**config.mk**
```make
export PLATFORM = sky130hd
export DESIGN_NAME = i2s_sample_packer_flat
export DESIGN_NICKNAME = d
export VERILOG_FILES = /design/src/rtl/i2s_sample_packer_if.sv /design/src/rtl/i2s_sample_packer.sv /design/src/flat_wrapper.sv
export SDC_FILE = /design/constraint.sdc
export NUM_CORES = 1
export LEC_CHECK = 0
export ABC_CLOCK_PERIOD_IN_PS = 4300
export CORE_ASPECT_RATIO = 1.75
export CORE_MARGIN = 2
export CORE_UTILIZATION = 30
export CTS_CLUSTER_DIAMETER = 100
export DETAILED_ROUTE_END_ITERATION = 10
export GPL_TIMING_DRIVEN = 1
export PLACE_DENSITY = 0.5
export REMOVE_ABC_BUFFERS = 1
export SYNTH_ARGS = -nofsm -noshare
export SYNTH_HDL_FRONTEND = slang
export SYNTH_SLANG_ARGS = --single-unit
```
**constraint.sdc**
```tcl
create_clock -name clk -period 4.3 [get_ports clk]
set_input_delay 0.645 -clock clk [delete_from_list [all_inputs] [get_ports clk]]
set_output_delay 0.645 -clock clk [all_outputs]
set_load 0.01 [all_outputs]
```
**src/rtl/i2s_sample_packer_if.sv**
```systemverilog
// Stream interface carrying packed audio words from the I2S packer to a downstream FIFO.
// The master drives valid/data and the slave returns ready.
interface i2s_sample_packer_if #(
    parameter int DATA_SIZE = 28
) ();
    logic                 source_valid;
    logic [DATA_SIZE-1:0] source_data;
    logic                 source_ready;

    modport master (
        output source_valid,
        output source_data,
        input  source_ready
    );

    modport slave (
        input  source_valid,
        input  source_data,
        output source_ready
    );
endinterface

```
**src/rtl/i2s_sample_packer.sv**
```systemverilog
// I2S receiver that captures one sample per channel slot and packs it as {ch, seq, sample}
// into a 2-entry output FIFO, counting words lost to a full FIFO.
module i2s_sample_packer #(
    parameter int SAMPLE_BITS = 24,
    parameter int DATA_SIZE   = 28
) (
    input  logic                 clk,
    input  logic                 reset,
    input  logic                 enable,
    input  logic                 bclk,
    input  logic                 lrclk,
    input  logic                 sdata,
    i2s_sample_packer_if.master  source,
    output logic [15:0]          overflow_count
);
    localparam int                CNT_W    = $clog2(SAMPLE_BITS + 1);
    localparam logic [CNT_W-1:0]  LAST_BIT = CNT_W'(SAMPLE_BITS - 1);
    localparam logic [CNT_W-1:0]  CNT_ONE  = CNT_W'(1);

    typedef enum logic [1:0] {
        WAIT_LR = 2'd0,
        SKIP    = 2'd1,
        SHIFT   = 2'd2,
        HOLD    = 2'd3
    } state_t;

    logic [1:0]             bclk_sync_r;
    logic [1:0]             lrclk_sync_r;
    logic [1:0]             sdata_sync_r;
    logic                   bclk_prev_r;
    logic                   lr_prev_r;
    logic                   rise_s;
    logic                   lr_change_s;

    state_t                 state_r;
    state_t                 next_state_s;
    logic                   latch_ch_s;
    logic                   clear_cnt_s;
    logic                   shift_s;
    logic                   push_s;

    logic                   ch_r;
    logic [2:0]             seq_r;
    logic [CNT_W-1:0]       bit_cnt_r;
    logic [SAMPLE_BITS-2:0] partial_r;
    logic [DATA_SIZE-1:0]   word_s;

    logic [DATA_SIZE-1:0]   slot0_r;
    logic [DATA_SIZE-1:0]   slot1_r;
    logic [1:0]             count_r;
    logic                   valid_r;
    logic                   pop_s;
    logic                   drop_s;
    logic [15:0]            overflow_r;

    // Two-flop synchronizers plus bclk edge history and the lrclk value seen at the last rise.
    always_ff @(posedge clk) begin
        if (reset) begin
            bclk_sync_r  <= 2'b00;
            lrclk_sync_r <= 2'b00;
            sdata_sync_r <= 2'b00;
            bclk_prev_r  <= 1'b0;
            lr_prev_r    <= 1'b0;
        end else begin
            bclk_sync_r  <= {bclk_sync_r[0], bclk};
            lrclk_sync_r <= {lrclk_sync_r[0], lrclk};
            sdata_sync_r <= {sdata_sync_r[0], sdata};
            bclk_prev_r  <= bclk_sync_r[1];
            if (rise_s) begin
                lr_prev_r <= lrclk_sync_r[1];
            end
        end
    end

    assign rise_s      = bclk_sync_r[1] & ~bclk_prev_r;
    assign lr_change_s = rise_s & (lrclk_sync_r[1] != lr_prev_r);

    // Capture state register; dropping enable aborts any frame in progress.
    always_ff @(posedge clk) begin
        if (reset) begin
            state_r <= WAIT_LR;
        end else if (!enable) begin
            state_r <= WAIT_LR;
        end else begin
            state_r <= next_state_s;
        end
    end

    // Next-state decode: a word-select change always restarts the frame, except during the delay bit.
    always_comb begin
        next_state_s = state_r;
        case (state_r)
            WAIT_LR: begin
                if (lr_change_s) begin
                    next_state_s = SKIP;
                end else begin
                    next_state_s = WAIT_LR;
                end
            end
            SKIP: begin
                if (rise_s) begin
                    next_state_s = SHIFT;
                end else begin
                    next_state_s = SKIP;
                end
            end
            SHIFT: begin
                if (lr_change_s) begin
                    next_state_s = SKIP;
                end else if (rise_s && (bit_cnt_r == LAST_BIT)) begin
                    next_state_s = HOLD;
                end else begin
                    next_state_s = SHIFT;
                end
            end
            HOLD: begin
                if (lr_change_s) begin
                    next_state_s = SKIP;
                end else begin
                    next_state_s = HOLD;
                end
            end
            default: next_state_s = WAIT_LR;
        endcase
    end

    // Per-state datapath strobes; nothing is captured or pushed while disabled.
    always_comb begin
        latch_ch_s  = 1'b0;
        clear_cnt_s = 1'b0;
        shift_s     = 1'b0;
        push_s      = 1'b0;
        if (enable) begin
            case (state_r)
                WAIT_LR, HOLD: latch_ch_s = lr_change_s;
                SKIP:          clear_cnt_s = rise_s;
                SHIFT: begin
                    if (lr_change_s) begin
                        latch_ch_s = 1'b1;
                    end else if (rise_s) begin
                        shift_s = 1'b1;
                        push_s  = (bit_cnt_r == LAST_BIT);
                    end else begin
                        shift_s = 1'b0;
                    end
                end
                default: latch_ch_s = 1'b0;
            endcase
        end else begin
            latch_ch_s = 1'b0;
        end
    end

    // Channel latch, bit counter, partial sample shifter and sequence counter.
    always_ff @(posedge clk) begin
        if (reset) begin
            ch_r      <= 1'b0;
            seq_r     <= 3'd0;
            bit_cnt_r <= {CNT_W{1'b0}};
            partial_r <= {(SAMPLE_BITS-1){1'b0}};
        end else begin
            if (latch_ch_s) begin
                ch_r <= lrclk_sync_r[1];
            end
            if (clear_cnt_s) begin
                bit_cnt_r <= {CNT_W{1'b0}};
                partial_r <= {(SAMPLE_BITS-1){1'b0}};
            end else if (shift_s) begin
                bit_cnt_r <= bit_cnt_r + CNT_ONE;
                partial_r <= {partial_r[SAMPLE_BITS-3:0], sdata_sync_r[1]};
            end
            if (push_s) begin
                seq_r <= seq_r + 3'd1;
            end
        end
    end

    // The final bit joins the word directly so the push lands one cycle after its rise event.
    assign word_s = {ch_r, seq_r, partial_r, sdata_sync_r[1]};
    assign pop_s  = valid_r & source.source_ready;
    assign drop_s = push_s & ~pop_s & (count_r == 2'd2);

    // Two-entry output FIFO; slot0 is the head and is kept at zero whenever the FIFO is empty.
    always_ff @(posedge clk) begin
        if (reset) begin
            slot0_r <= {DATA_SIZE{1'b0}};
            slot1_r <= {DATA_SIZE{1'b0}};
            count_r <= 2'd0;
            valid_r <= 1'b0;
        end else begin
            case (count_r)
                2'd0: begin
                    if (push_s) begin
                        slot0_r <= word_s;
                        count_r <= 2'd1;
                        valid_r <= 1'b1;
                    end
                end
                2'd1: begin
                    case ({push_s, pop_s})
                        2'b11: slot0_r <= word_s;
                        2'b10: begin
                            slot1_r <= word_s;
                            count_r <= 2'd2;
                        end
                        2'b01: begin
                            slot0_r <= {DATA_SIZE{1'b0}};
                            count_r <= 2'd0;
                            valid_r <= 1'b0;
                        end
                        default: count_r <= 2'd1;
                    endcase
                end
                2'd2: begin
                    case ({push_s, pop_s})
                        2'b11: begin
                            slot0_r <= slot1_r;
                            slot1_r <= word_s;
                        end
                        2'b01: begin
                            slot0_r <= slot1_r;
                            slot1_r <= {DATA_SIZE{1'b0}};
                            count_r <= 2'd1;
                        end
                        default: count_r <= 2'd2;
                    endcase
                end
                default: begin
                    slot0_r <= {DATA_SIZE{1'b0}};
                    slot1_r <= {DATA_SIZE{1'b0}};
                    count_r <= 2'd0;
                    valid_r <= 1'b0;
                end
            endcase
        end
    end

    // Saturating count of words lost to a full FIFO.
    always_ff @(posedge clk) begin
        if (reset) begin
            overflow_r <= 16'd0;
        end else if (drop_s && (overflow_r != 16'hFFFF)) begin
            overflow_r <= overflow_r + 16'd1;
        end else begin
            overflow_r <= overflow_r;
        end
    end

    assign source.source_valid = valid_r;
    assign source.source_data  = slot0_r;
    assign overflow_count      = overflow_r;
endmodule

```
**src/flat_wrapper.sv**
```systemverilog
// flat-port wrapper written by rule: the top's interface ports become plain ports
module i2s_sample_packer_flat 
#(
    parameter int SAMPLE_BITS = 24,
    parameter int DATA_SIZE   = 28
)
  (clk, reset, enable, bclk, lrclk, sdata, overflow_count, source_source_valid, source_source_data, source_source_ready);
  i2s_sample_packer_if #(.DATA_SIZE(DATA_SIZE)) source_i ();
  input  logic clk;
  input  logic reset;
  input  logic enable;
  input  logic bclk;
  input  logic lrclk;
  input  logic sdata;
  output logic [15:0] overflow_count;
  output wire logic [$bits(source_i.source_valid)-1:0] source_source_valid;
  output wire logic [$bits(source_i.source_data)-1:0] source_source_data;
  input wire logic [$bits(source_i.source_ready)-1:0] source_source_ready;
  assign source_source_valid = source_i.source_valid;
  assign source_source_data = source_i.source_data;
  assign source_i.source_ready = source_source_ready;
  i2s_sample_packer #(.SAMPLE_BITS(SAMPLE_BITS), .DATA_SIZE(DATA_SIZE)) u_core (.clk(clk), .reset(reset), .enable(enable), .bclk(bclk), .lrclk(lrclk), .sdata(sdata), .source(source_i), .overflow_count(overflow_count));
endmodule
```
==> results of run 1 <==
-- worst min path at each step --
stage	to	slack, ns	depth (start not counted)
after floorplan	u_core.bclk_sync_r[1]	0.41	1
after global placement	u_core.bclk_sync_r[1]	0.42	1
after detailed placement	u_core.lrclk_sync_r[1]	0.44	1
after CTS	u_core.bclk_sync_r[1]	0.45	1
after global routing	u_core.bclk_sync_r[1]	0.46	1
final	u_core.lrclk_sync_r[1]	0.44	1
-- state kept, by name, indices dropped and copies added, names as in the netlist --
| name | cells |
|---|---|
| u_core.source.source_valid | 1 |
| u_core.overflow_count | 16 |
| u_core.source.source_data | 28 |
| u_core.sdata_sync_r | 2 |
| u_core.lrclk_sync_r | 2 |
| u_core.bclk_sync_r | 2 |
| u_core.state_r | 2 |
| u_core.ch_r | 1 |
| u_core.partial_r | 23 |
| u_core.lr_prev_r | 1 |
| u_core.bclk_prev_r | 1 |
| u_core.count_r | 2 |
| u_core.bit_cnt_r | 5 |
| u_core.slot1_r | 28 |
| u_core.seq_r | 3 |
-- per-stage QoR --
stage                     util (%)  cells  total power (W)  TNS (ns)
final                         38.5    781          0.00275         0
after global routing          38.5    781          0.00284         0
after CTS                     38.5    781          0.00278         0
after detailed placement      34.3    749          0.00114         0
after global placement        34.3    749          0.00114         0
after floorplan                  -    497          0.00112    -17.54
-- synthesized netlist by cell type (all sizes together) (6+ instances only) --
master,number
dfxtp,117
nor2,84
a22oi,56
o21ai,36
a21oi,32
clkbuf,31
or4,29
mux2i,27
xor2,14
buf,13
nand2,12
ha,11
nor2b,10
nor3,10
inv,9
nand4,9
nand3,6
-- logic make-up (layout without fill, tap and decap cells) --
logic type / count (synthesis) / after routing / synth area share [%]
buffers and inverters: 53 / 101 / 4.68
muxes: 27 / 27 / 5.49
and+or+nand+nor: 177 / 177 / 18.4
adders and majority gates: 11 / 11 / 2.80
AOI/OAI and AO/OA: 137 / 137 / 17.6
xor gates and xnor gates: 19 / 19 / 3.38
DFF: 117 / 117 / 47.6
-- cells in the final DEF (no fill, tap or decap), types with 12 or more instances in the layout --
cell / count
or4_1: 29
nand2_1: 12
dfxtp_1: 117
xor2_1: 14
o21ai_0: 24
mux2i_1: 27
a22oi_1: 56
nor2_1: 83
clkbuf_16: 17
clkdlybuf4s50_1: 50
a21oi_1: 32
-- routing by layer --
layer	part of all wire, %	vias up	track usage (%)
li1	-	2018	-
met1	42	1906	15.2
met2	53	66	25.6
met3	3.4	11	3.55
met4	1.3	0	4.91
met5	0	-	0
-- layout make-up --
| cell class | instances | share of cell area, % |
|---|---|---|
| clock buffers | 24 | 7.88 |
| repair buffers | 60 | 9.18 |
| inverters | 9 | 0.541 |
| multi-input cells | 371 | 37.9 |
| well taps | 192 | 3.85 |
| clock inverters | 8 | 3.09 |
| flip-flops and latches | 117 | 37.5 |
-- report_power, final --
part           internal [W]  switching (W)  leakage, nW   total, W
Combinational    0.00000875      0.0000226        0.821  0.0000314
Clock               0.00115       0.000480        0.331    0.00163
Sequential          0.00109     0.00000120        0.943    0.00109
Total               0.00225       0.000504         2.09    0.00275
-- worst reg2reg max path, stage by stage, from the launching register on --
cell and delay, ns:
dfxtp_1 0.37, ha_1 0.21, nand4b_1 0.13, nor2_2 0.28, nand2_1 0.17, inv_2 0.14, ha_1 0.20, inv_1 0.05
a221o_1 0.33, buf_4 0.24, nor2_1 0.14, buf_4 0.32, a22oi_1 0.12, nor2_1 0.12
==> out/summary.txt, run 1 <==
peak supply drop -> 0.273 mV
row cnt -> 62
Synth area leader -> dfxtp_1
H-tree levels -> 4
# Post-CTS Setup Buffers -> 0
Ant. Diodes -> 0
register-to-register setup slack -> 1.40 ns
Hold WC Path Type -> flip-flop to flip-flop
number of global-route vias before repair -> 4,069
Async SR Flop Fraction -> 0%
Final setup viols -> 0
# nets final -> 594
synth warn -> 0
Initial DRC Count -> 161
Post-CTS Hold Buffers -> 0
area grow syn2layout -> 26.9%
Syn Area/Cell -> 9.09 µm²
Clock Tree Buf Depth -> 2
remaining global-route overflow -> 0
Max Freq -> 329 MHz
WP data arrival -> 3.37 ns
placed inst area -> 0.00556 mm²
initial core utilization -> 30.3%
first-pass GRT wire length -> 19,700 µm
synthesis-stage register bit count -> 117
clk sink count -> 117
Post-synth EDFFs -> 0
Syn Std Cell Area -> 0.00492 mm²
PD cells -> 440 mW/mm²
drt wl/cell -> 15.0 µm
die width -> 101 µm
multi-input logic area -> 0.00237 mm²
Yosys top cell area share -> 47.6%
Netlist cell types -> 39
worst skew pair latency -> 0.41 ns
RePlAce Congestion -> 0.830
CP endpoint -> u_core.slot1_r[11]
final hold vios -> 0
r2r worst-path depth -> 13
I/O Buffers -> 51
Filler cells -> 1,595
crit-path max FO -> 29
Max Cap Violations -> 0
fraction of layout cells with a size suffix above 1 -> 7.81%
clock skew -> 0.00709 ns
post-route cell area -> 0.00624 mm²
status -> finished, final reports clean
crit path max-delay cell type -> clkdlybuf4s50_1
LEAKAGE -> 2.09 nW
Setup crit end kind -> flip-flop
final wirelength -> 11,700 µm
relative slew slack -> 34.2%
Final ANT Viol Nets -> 0
Post-synth top flop -> dfxtp_1
Setup Crit Path Kind -> input port to flip-flop
Register Area -> 0.00234 mm²
Post-DP HPWL -> 7280 µm
largest delay contributor family on the critical path -> buffers and inverters
worst-path cell chain -> clkdlybuf4s50_1 > nand2_1 > nor3_4 > nand2_1 > inv_2 > ha_1 > inv_1 > a221o_1 > buf_4 > nor2_1 > buf_4 > a22oi_1 > nor2_1
DRC Markers -> 0
Die Height -> 173 µm
Post-Syn Instances -> 541
crit share post-route -> 70.6%
PostCTS Resize Cnt -> 0
clock slew seen by the registers of the worst setup and hold paths -> 0.05 ns
antenna violations before repair -> 0
Buf/Inv on CP -> 5
largest net degree at the start of global routing -> 57
worst hold slack -> 0.442 ns
Crit path largest cell delay -> 0.52 ns
Crit Reg-Reg Startpoint -> u_core.bit_cnt_r[0]
CTS buffer count -> 17
overall global routing resource usage -> 14.0%
RSZ-0062 raised after global routing -> false
DIE AREA -> 0.0175 mm²
Boundary Pins -> 52
Core Footprint -> 0.0162 mm²
vias -> 4,001
max-slew violations -> 0
HP Start -> u_core.lrclk_sync_r[0]
Slew @ Worst Pin -> 0.987 ns
Worst setup SP type -> input port
sequential area share after synthesis -> 47.6%
pre-CTS setup slack -> 0.845 ns
min Tclk post-route -> 3.04 ns
Vias per Instance -> 5.12
clk root buf -> clkbuf_16
critical path required time -> 4.63 ns
worst reg2reg endpoint -> u_core.slot1_r[11]
Area contributors post-synth -> dfxtp_1 48%, a22oi_1 8.5%, nor2_1 6.3%, mux2i_1 5.5%, or4_1 4.4%
worst setup slack after layout -> 1.26 ns
critical path startpoint -> enable
DR pass1 iterations -> 4
TritonCTS clock tree -> built
Worst path depth -> 13
Note: power is estimated with default switching activity, not from simulation.
==> inputs of run 2 (changes only) <==
--- a/config.mk
+++ b/config.mk
@@ -5,7 +5,7 @@
 export SDC_FILE = /design/constraint.sdc
 export NUM_CORES = 1
 export LEC_CHECK = 0
-export ABC_CLOCK_PERIOD_IN_PS = 4300
+export ABC_CLOCK_PERIOD_IN_PS = 2900
 export CORE_ASPECT_RATIO = 1.75
 export CORE_MARGIN = 2
 export CORE_UTILIZATION = 30
==> constraint.sdc (replaced) <==
create_clock -name clk -period 2.9 [get_ports clk]
set_input_delay 0.435 -clock clk [delete_from_list [all_inputs] [get_ports clk]]
set_output_delay 0.435 -clock clk [all_outputs]
set_load 0.01 [all_outputs]
==> run 2 against run 1 <==
  * Routed wire length rose by 0.49%
  * Count of clock-buffer cells in the layout decreased by 6
  * Global-route usage rose by 0.25 points
  * Clock skew up 0.0025 ns
  * Setup slack worse by 0.82 ns
  * Clock power rose by 30%
  * Non-clock buffer count up 9
  * First-iteration DRC count up 39%
  * Critical path depth is 2 lower
  * Cell area up 0.86%
  * Sequential power increased by 48%
==> out/summary.txt, run 2 (synthesis results as in run 1) <==
largest net degree at the start of global routing -> 57 (unchanged)
clock skew -> 0.00955 ns (+0.00246 ns)
final hold vios -> 0 (unchanged)
Post-CTS Hold Buffers -> 0 (unchanged)
r2r worst-path depth -> 11 (-2)
PD cells -> 600 mW/mm² (+36%)
initial core utilization -> 30.3% (unchanged)
Clock power frac -> 56.0% (-3.2 points)
Slew @ Worst Pin -> 0.985 ns (-0.00208 ns)
post-route cell area -> 0.00629 mm² (+0.86%)
LEAKAGE -> 2.13 nW (+1.6%)
HP Start -> u_core.lrclk_sync_r[0]
vias -> 4,103 (+2.5%)
min Tclk post-route -> 2.46 ns
# nets final -> 603 (+1.5%)
Psw -> 0.000792 W (+57%)
Boundary Pins -> 52 (unchanged)
# Post-CTS Setup Buffers -> 0 (unchanged)
DR pass1 iterations -> 4 (unchanged)
clk sink count -> 117 (unchanged)
Core Footprint -> 0.0162 mm² (unchanged)
worst reg2reg endpoint -> u_core.overflow_count[15]
peak supply drop -> 0.377 mV (+38%)
crit share post-route -> 84.8%
Power Internal -> 0.00299 W (+33%)
Worst setup SP type -> flip-flop
Combinational Power Share -> 1.3% (+0.2 points)
status -> finished, final reports clean
fraction of layout cells with a size suffix above 1 -> 9.53% (+1.7 points)
Vias per Instance -> 5.19 (+1.4%)
row cnt -> 62 (unchanged)
max-slew violations -> 0 (unchanged)
Pwr Total -> 0.00378 W (+37%)
Ant. Diodes -> 0 (unchanged)
drt wl/cell -> 14.9 µm (-0.66%)
relative slew slack -> 34.3% (+0.14 points)
clock slew seen by the registers of the worst setup and hold paths -> 0.06 ns (about the same)
overall global routing resource usage -> 14.2% (+0.25 points)
final wirelength -> 11,800 µm (+0.49%)
DIE AREA -> 0.0175 mm² (unchanged)
commonest non-fill, non-tap cell in the layout -> dfxtp_1
Max Freq -> 406 MHz
register-to-register setup slack -> 0.44 ns (-0.96 ns)
I/O Buffers -> 51 (unchanged)
TritonCTS clock tree -> built
area grow syn2layout -> 28.0%
worst hold path endpoint -> u_core.lrclk_sync_r[1]
Final setup viols -> 0 (unchanged)
die width -> 101 µm (unchanged)
placed inst area -> 0.00569 mm² (+2.3%)
clk root buf -> clkbuf_16
most frequent cells in the layout -> 117 x dfxtp_1, 83 x nor2_1, 56 x a22oi_1
Reg power frac -> 42.7% (+3.1 points)
RSZ-0062 raised after global routing -> false
Filler cells -> 1,635 (+2.5%)
antenna violations before repair -> 0 (unchanged)
H-tree levels -> 4 (unchanged)
number of global-route vias before repair -> 4,149 (+2.0%)
Post-DP HPWL -> 7320 µm (+0.59%)
DRC Markers -> 0 (unchanged)
crit-path max FO -> 3 (-90%)
CTS buffer count -> 17 (unchanged)
worst skew pair latency -> 0.40 ns (about the same)
Setup crit end kind -> flip-flop
PostCTS Resize Cnt -> 0 (unchanged)
first-pass GRT wire length -> 19,900 µm (+1.2%)
Max Cap Violations -> 0 (unchanged)
RePlAce Congestion -> 0.790 (-4.8%)
worst hold path stage count -> 1 (unchanged)
Die Height -> 173 µm (unchanged)
remaining global-route overflow -> 0 (unchanged)
Final ANT Viol Nets -> 0 (unchanged)
switch share -> 21.0% (+2.6 points)
Setup Crit Path Kind -> flip-flop to flip-flop
WP data arrival -> 2.74 ns (-0.63 ns)
Initial DRC Count -> 224 (+39%)
Crit Reg-Reg Startpoint -> u_core.bit_cnt_r[0]
critical path required time -> 3.18 ns (-1.45 ns)
Hold WC Path Type -> flip-flop to flip-flop
Clock Tree Buf Depth -> 2 (unchanged)
[run 2: how the worst max path moves through the flow]
stage                             start                            end  cells past startpoint
detailed placement               enable  u_core.source.source_data[11]                     11
floorplan            u_core.bclk_prev_r            u_core.bit_cnt_r[3]                      5
global placement                 enable      u_core.overflow_count[13]                     11
finish              u_core.bit_cnt_r[0]      u_core.overflow_count[15]                     11
global route        u_core.bit_cnt_r[0]      u_core.overflow_count[13]                     11
CTS                 u_core.bit_cnt_r[0]  u_core.source.source_data[11]                     11
[run 2: worst max-delay path, cell delays in order, from the launching register on]
cell and delay (ns):
dfxtp_1 0.37, ha_1 0.21, nand4b_1 0.12, nor2_2 0.13, nand2_1 0.12, inv_2 0.08, ha_1 0.17, nand2_1 0.08
or3_1 0.45, nor4b_1 0.39, xnor2_1 0.17, nor2_1 0.05
[run 2: through the flow]
stage / worst slack (ns) / setup TNS (ns) / hold WS [ns] / cells / utilization, %
finish: 0.440 / 0 / 0.435 / 790 / 38.8
global route: 0.224 / 0 / 0.439 / 790 / 38.8
CTS: 0.410 / 0 / 0.431 / 790 / 38.8
detailed placement: 0.0893 / 0 / 0.426 / 758 / 35.1
global placement: 0.121 / 0 / 0.419 / 758 / 35.1
floorplan: -2.07 / -65.68 / 0.414 / 497 / -
[run 2: layout make-up]
class	instances	area, µm²	area share [%]
Multi-Input combinational cell	371	2370	37.6
Clock buffer	18	429	6.82
Timing Repair Buffer	69	703	11.2
Sequential cell	117	2340	37.2
Inverter	9	33.8	0.537
Clock inverter	14	179	2.84
Tap cell	192	240	3.82
[run 2: power groups by stage]
stage	clock, W	combinational, W	sequential [W]
after floorplan	0	0.0000121	0.00165
after global placement	0	0.0000491	0.00165
after detailed placement	0	0.0000493	0.00165
after CTS	0.00218	0.0000493	0.00161
after global routing	0.00225	0.0000539	0.00161
final	0.00212	0.0000480	0.00161
[run 2: metal layers]
metal	up-vias	wire length, µm	share of wire, %	track usage, %
li1	2034	-	-	-
met1	1992	4750	40	14.8
met2	67	6500	55	26.1
met3	10	329	2.8	3.99
met4	0	183	1.6	5.82
met5	-	0	0	0
==> inputs of run 3 (changes only) <==
--- a/config.mk
+++ b/config.mk
@@ -5,14 +5,14 @@
 export SDC_FILE = /design/constraint.sdc
 export NUM_CORES = 1
 export LEC_CHECK = 0
-export ABC_CLOCK_PERIOD_IN_PS = 2900
+export ABC_CLOCK_PERIOD_IN_PS = 2040
 export CORE_ASPECT_RATIO = 1.75
 export CORE_MARGIN = 2
 export CORE_UTILIZATION = 30
 export CTS_CLUSTER_DIAMETER = 100
 export DETAILED_ROUTE_END_ITERATION = 10
 export GPL_TIMING_DRIVEN = 1
-export PLACE_DENSITY = 0.5
+export PLACE_DENSITY = 0.51
 export REMOVE_ABC_BUFFERS = 1
 export SYNTH_ARGS = -nofsm -noshare
 export SYNTH_HDL_FRONTEND = slang
==> constraint.sdc (replaced) <==
create_clock -name clk -period 2.04 [get_ports clk]
set_input_delay 0.306 -clock clk [delete_from_list [all_inputs] [get_ports clk]]
set_output_delay 0.306 -clock clk [all_outputs]
set_load 0.01 [all_outputs]
==> run 3 against run 2 <==
  * Die area unchanged
  * Largest cell class unchanged
  * Cell area up 14%
  * Sequential power up 43%
  * Sequential share of layout area down 4.5 points
  * Clock skew up 0.00080 ns
  * The flow now finishes with violations (negative setup slack)
  * Clock power up 42%
==> out/summary.txt, run 3 (synthesis results as in run 1) <==
drt wl/cell -> 16.3 µm (+9.4%)
Core Footprint -> 0.0162 mm² (unchanged)
DIE AREA -> 0.0175 mm² (unchanged)
vias -> 4,433 (+8.0%)
Die Height -> 173 µm (unchanged)
final wirelength -> 13,700 µm (+17%)
row cnt -> 62 (unchanged)
largest net degree at the start of global routing -> 52 (-8.8%)
Hold WC Path Type -> input port to flip-flop
final hold vios -> 0 (unchanged)
remaining global-route overflow -> 0 (unchanged)
worst reg2reg endpoint -> u_core.source.source_data[5]
peak supply drop -> 0.361 mV (-4.2%)
worst skew pair latency -> 0.41 ns (about the same)
relative slew slack -> 75.0% (+41 points)
RSZ-0062 raised after global routing -> true
DRC Markers -> 0 (unchanged)
worst setup slack after layout -> -0.188 ns (-0.627 ns)
clock skew -> 0.0104 ns (+0.000798 ns)
Boundary Pins -> 52 (unchanged)
clk sink count -> 117 (unchanged)
violated checks -> negative setup slack
min Tclk post-route -> 2.23 ns (-0.233 ns)
initial core utilization -> 30.3% (unchanged)
critical path startpoint -> u_core.lr_prev_r
# nets final -> 656 (+8.8%)
first-pass GRT wire length -> 22,200 µm (+12%)
total negative slack -> -5.65 ns (-5.65 ns)
Setup crit end kind -> flip-flop
Final setup viols -> 63 (+63)
CTS buffer count -> 17 (unchanged)
Crit path largest cell delay -> 0.48 ns (+0.03 ns)
r2r worst-path depth -> 11 (unchanged)
worst hold slack -> 0.252 ns (-0.183 ns)
Vias per Instance -> 5.26 (+1.3%)
WP data arrival -> 2.57 ns (-0.17 ns)
TritonCTS clock tree -> built
worst-path cell chain -> xor2_2 > nor3_4 > nand2_2 > ha_4 > nand2b_4 > nand2b_4 > buf_12 > buf_12 > a22oi_2 > or4_4 > a21oi_2
HP Start -> reset
worst hold path endpoint -> u_core.seq_r[0]
register-to-register setup slack -> -0.19 ns (-0.63 ns)
RePlAce Congestion -> 0.768 (-2.8%)
Slew @ Worst Pin -> 0.374 ns (-0.611 ns)
Max Cap Violations -> 0 (unchanged)
area grow syn2layout -> 45.7%
I/O Buffers -> 51 (unchanged)
overall global routing resource usage -> 16.1% (+1.8 points)
clock slew seen by the registers of the worst setup and hold paths -> 0.06 ns (about the same)
post-route cell area -> 0.00717 mm² (+14%)
PD cells -> 749 mW/mm² (+25%)
placed inst area -> 0.00600 mm² (+5.5%)
Worst setup SP type -> flip-flop
clk root buf -> clkbuf_16
LEAKAGE -> 2.53 nW (+19%)
status -> finished, violations left
Setup Crit Path Kind -> flip-flop to flip-flop
Clock Tree Buf Depth -> 2 (unchanged)
Post-DP HPWL -> 8190 µm (+12%)
antenna violations before repair -> 0 (unchanged)
crit-path max FO -> 7 (+4)
Ant. Diodes -> 0 (unchanged)
most frequent cells in the layout -> 113 x dfxtp_1, 82 x nor2_1, 51 x buf_4
DR pass1 iterations -> 5 (+1)
Max Freq -> 449 MHz (+10%)
crit share post-route -> 109% (+24 points)
die width -> 101 µm (unchanged)
crit path max-delay cell type -> or4_4
fraction of layout cells with a size suffix above 1 -> 26.9% (+17 points)
max-slew violations -> 0 (unchanged)
Crit Reg-Reg Startpoint -> u_core.lr_prev_r
number of global-route vias before repair -> 4,515 (+8.8%)
commonest non-fill, non-tap cell in the layout -> dfxtp_1
H-tree levels -> 4 (unchanged)
worst hold path stage count -> 2 (+1)
Final ANT Viol Nets -> 0 (unchanged)
critical path required time -> 2.38 ns (-0.80 ns)
Initial DRC Count -> 145 (-35%)
==> run 3: worst max-delay path, delay by kind of cell, from the launching register on <==
kind / cells / cell delay [ns]
adder cells (fa/ha/maj): 1 / 0.17
AO/OA/AOI/OAI: 2 / 0.19
flip-flops: 1 / 0.33
AND/OR/NAND/NOR: 5 / 1.01
XOR/XNOR: 1 / 0.19
buffers and inverters: 2 / 0.24
==> run 3: layer usage <==
layer  GRT usage (%)  share of wire (%)
met5               0                  0
met3            3.23                2.7
met1            17.2                 40
met2            30.0                 56
met4            6.11                1.8
==> run 3: report_power, final <==
group | switching (W) | total, W | internal (W)
Clock | 0.00108 | 0.00300 | 0.00191
Combinational | 0.0000508 | 0.0000794 | 0.0000286
Sequential | 0.00000305 | 0.00230 | 0.00229
Total | 0.00114 | 0.00537 | 0.00423
==> run 3: worst max path at each step <==
stage | end | slack [ns] | depth (start not counted)
finish | u_core.source.source_data[5] | -0.19 | 11
global route | u_core.slot1_r[10] | -0.30 | 12
CTS | u_core.source.source_data[8] | -0.21 | 11
detailed placement | u_core.overflow_count[14] | -0.69 | 13
global placement | u_core.overflow_count[12] | -0.69 | 13
floorplan | u_core.bit_cnt_r[3] | -2.93 | 5
==> run 3: final cells by class <==
| class | instances | area [µm²] |
|---|---|---|
| inverter | 9 | 33.8 |
| clock inverter | 13 | 158 |
| sequential | 117 | 2350 |
| timing repair buffer | 122 | 1220 |
| clock buffer | 19 | 433 |
| tap | 192 | 240 |
| fill | 1573 | 9040 |
| multi-input combinational | 371 | 2730 |
==> run 3: repair_timing <==
action	in CTS	in global routing
hold buffers	0	0
endpoints found under the setup margin	66	70
resized for setup	49	46
pin swaps	17	24
cloned	5	1
buffers inserted	13	4
endpoints found under the hold margin	0	0
==> run 3: through the flow <==
step / power, W / worst slack [ns] / utilization (%) / cells
5_1_grt: 0.00553 / -0.295 / 44.2 / 843
3_3_place_gp: 0.00242 / -0.689 / 37.0 / 794
3_5_place_dp: 0.00242 / -0.689 / 37.0 / 794
2_1_floorplan: 0.00236 / -2.93 / - / 497
6_report: 0.00537 / -0.188 / 44.2 / 843
4_1_cts: 0.00543 / -0.205 / 43.5 / 844
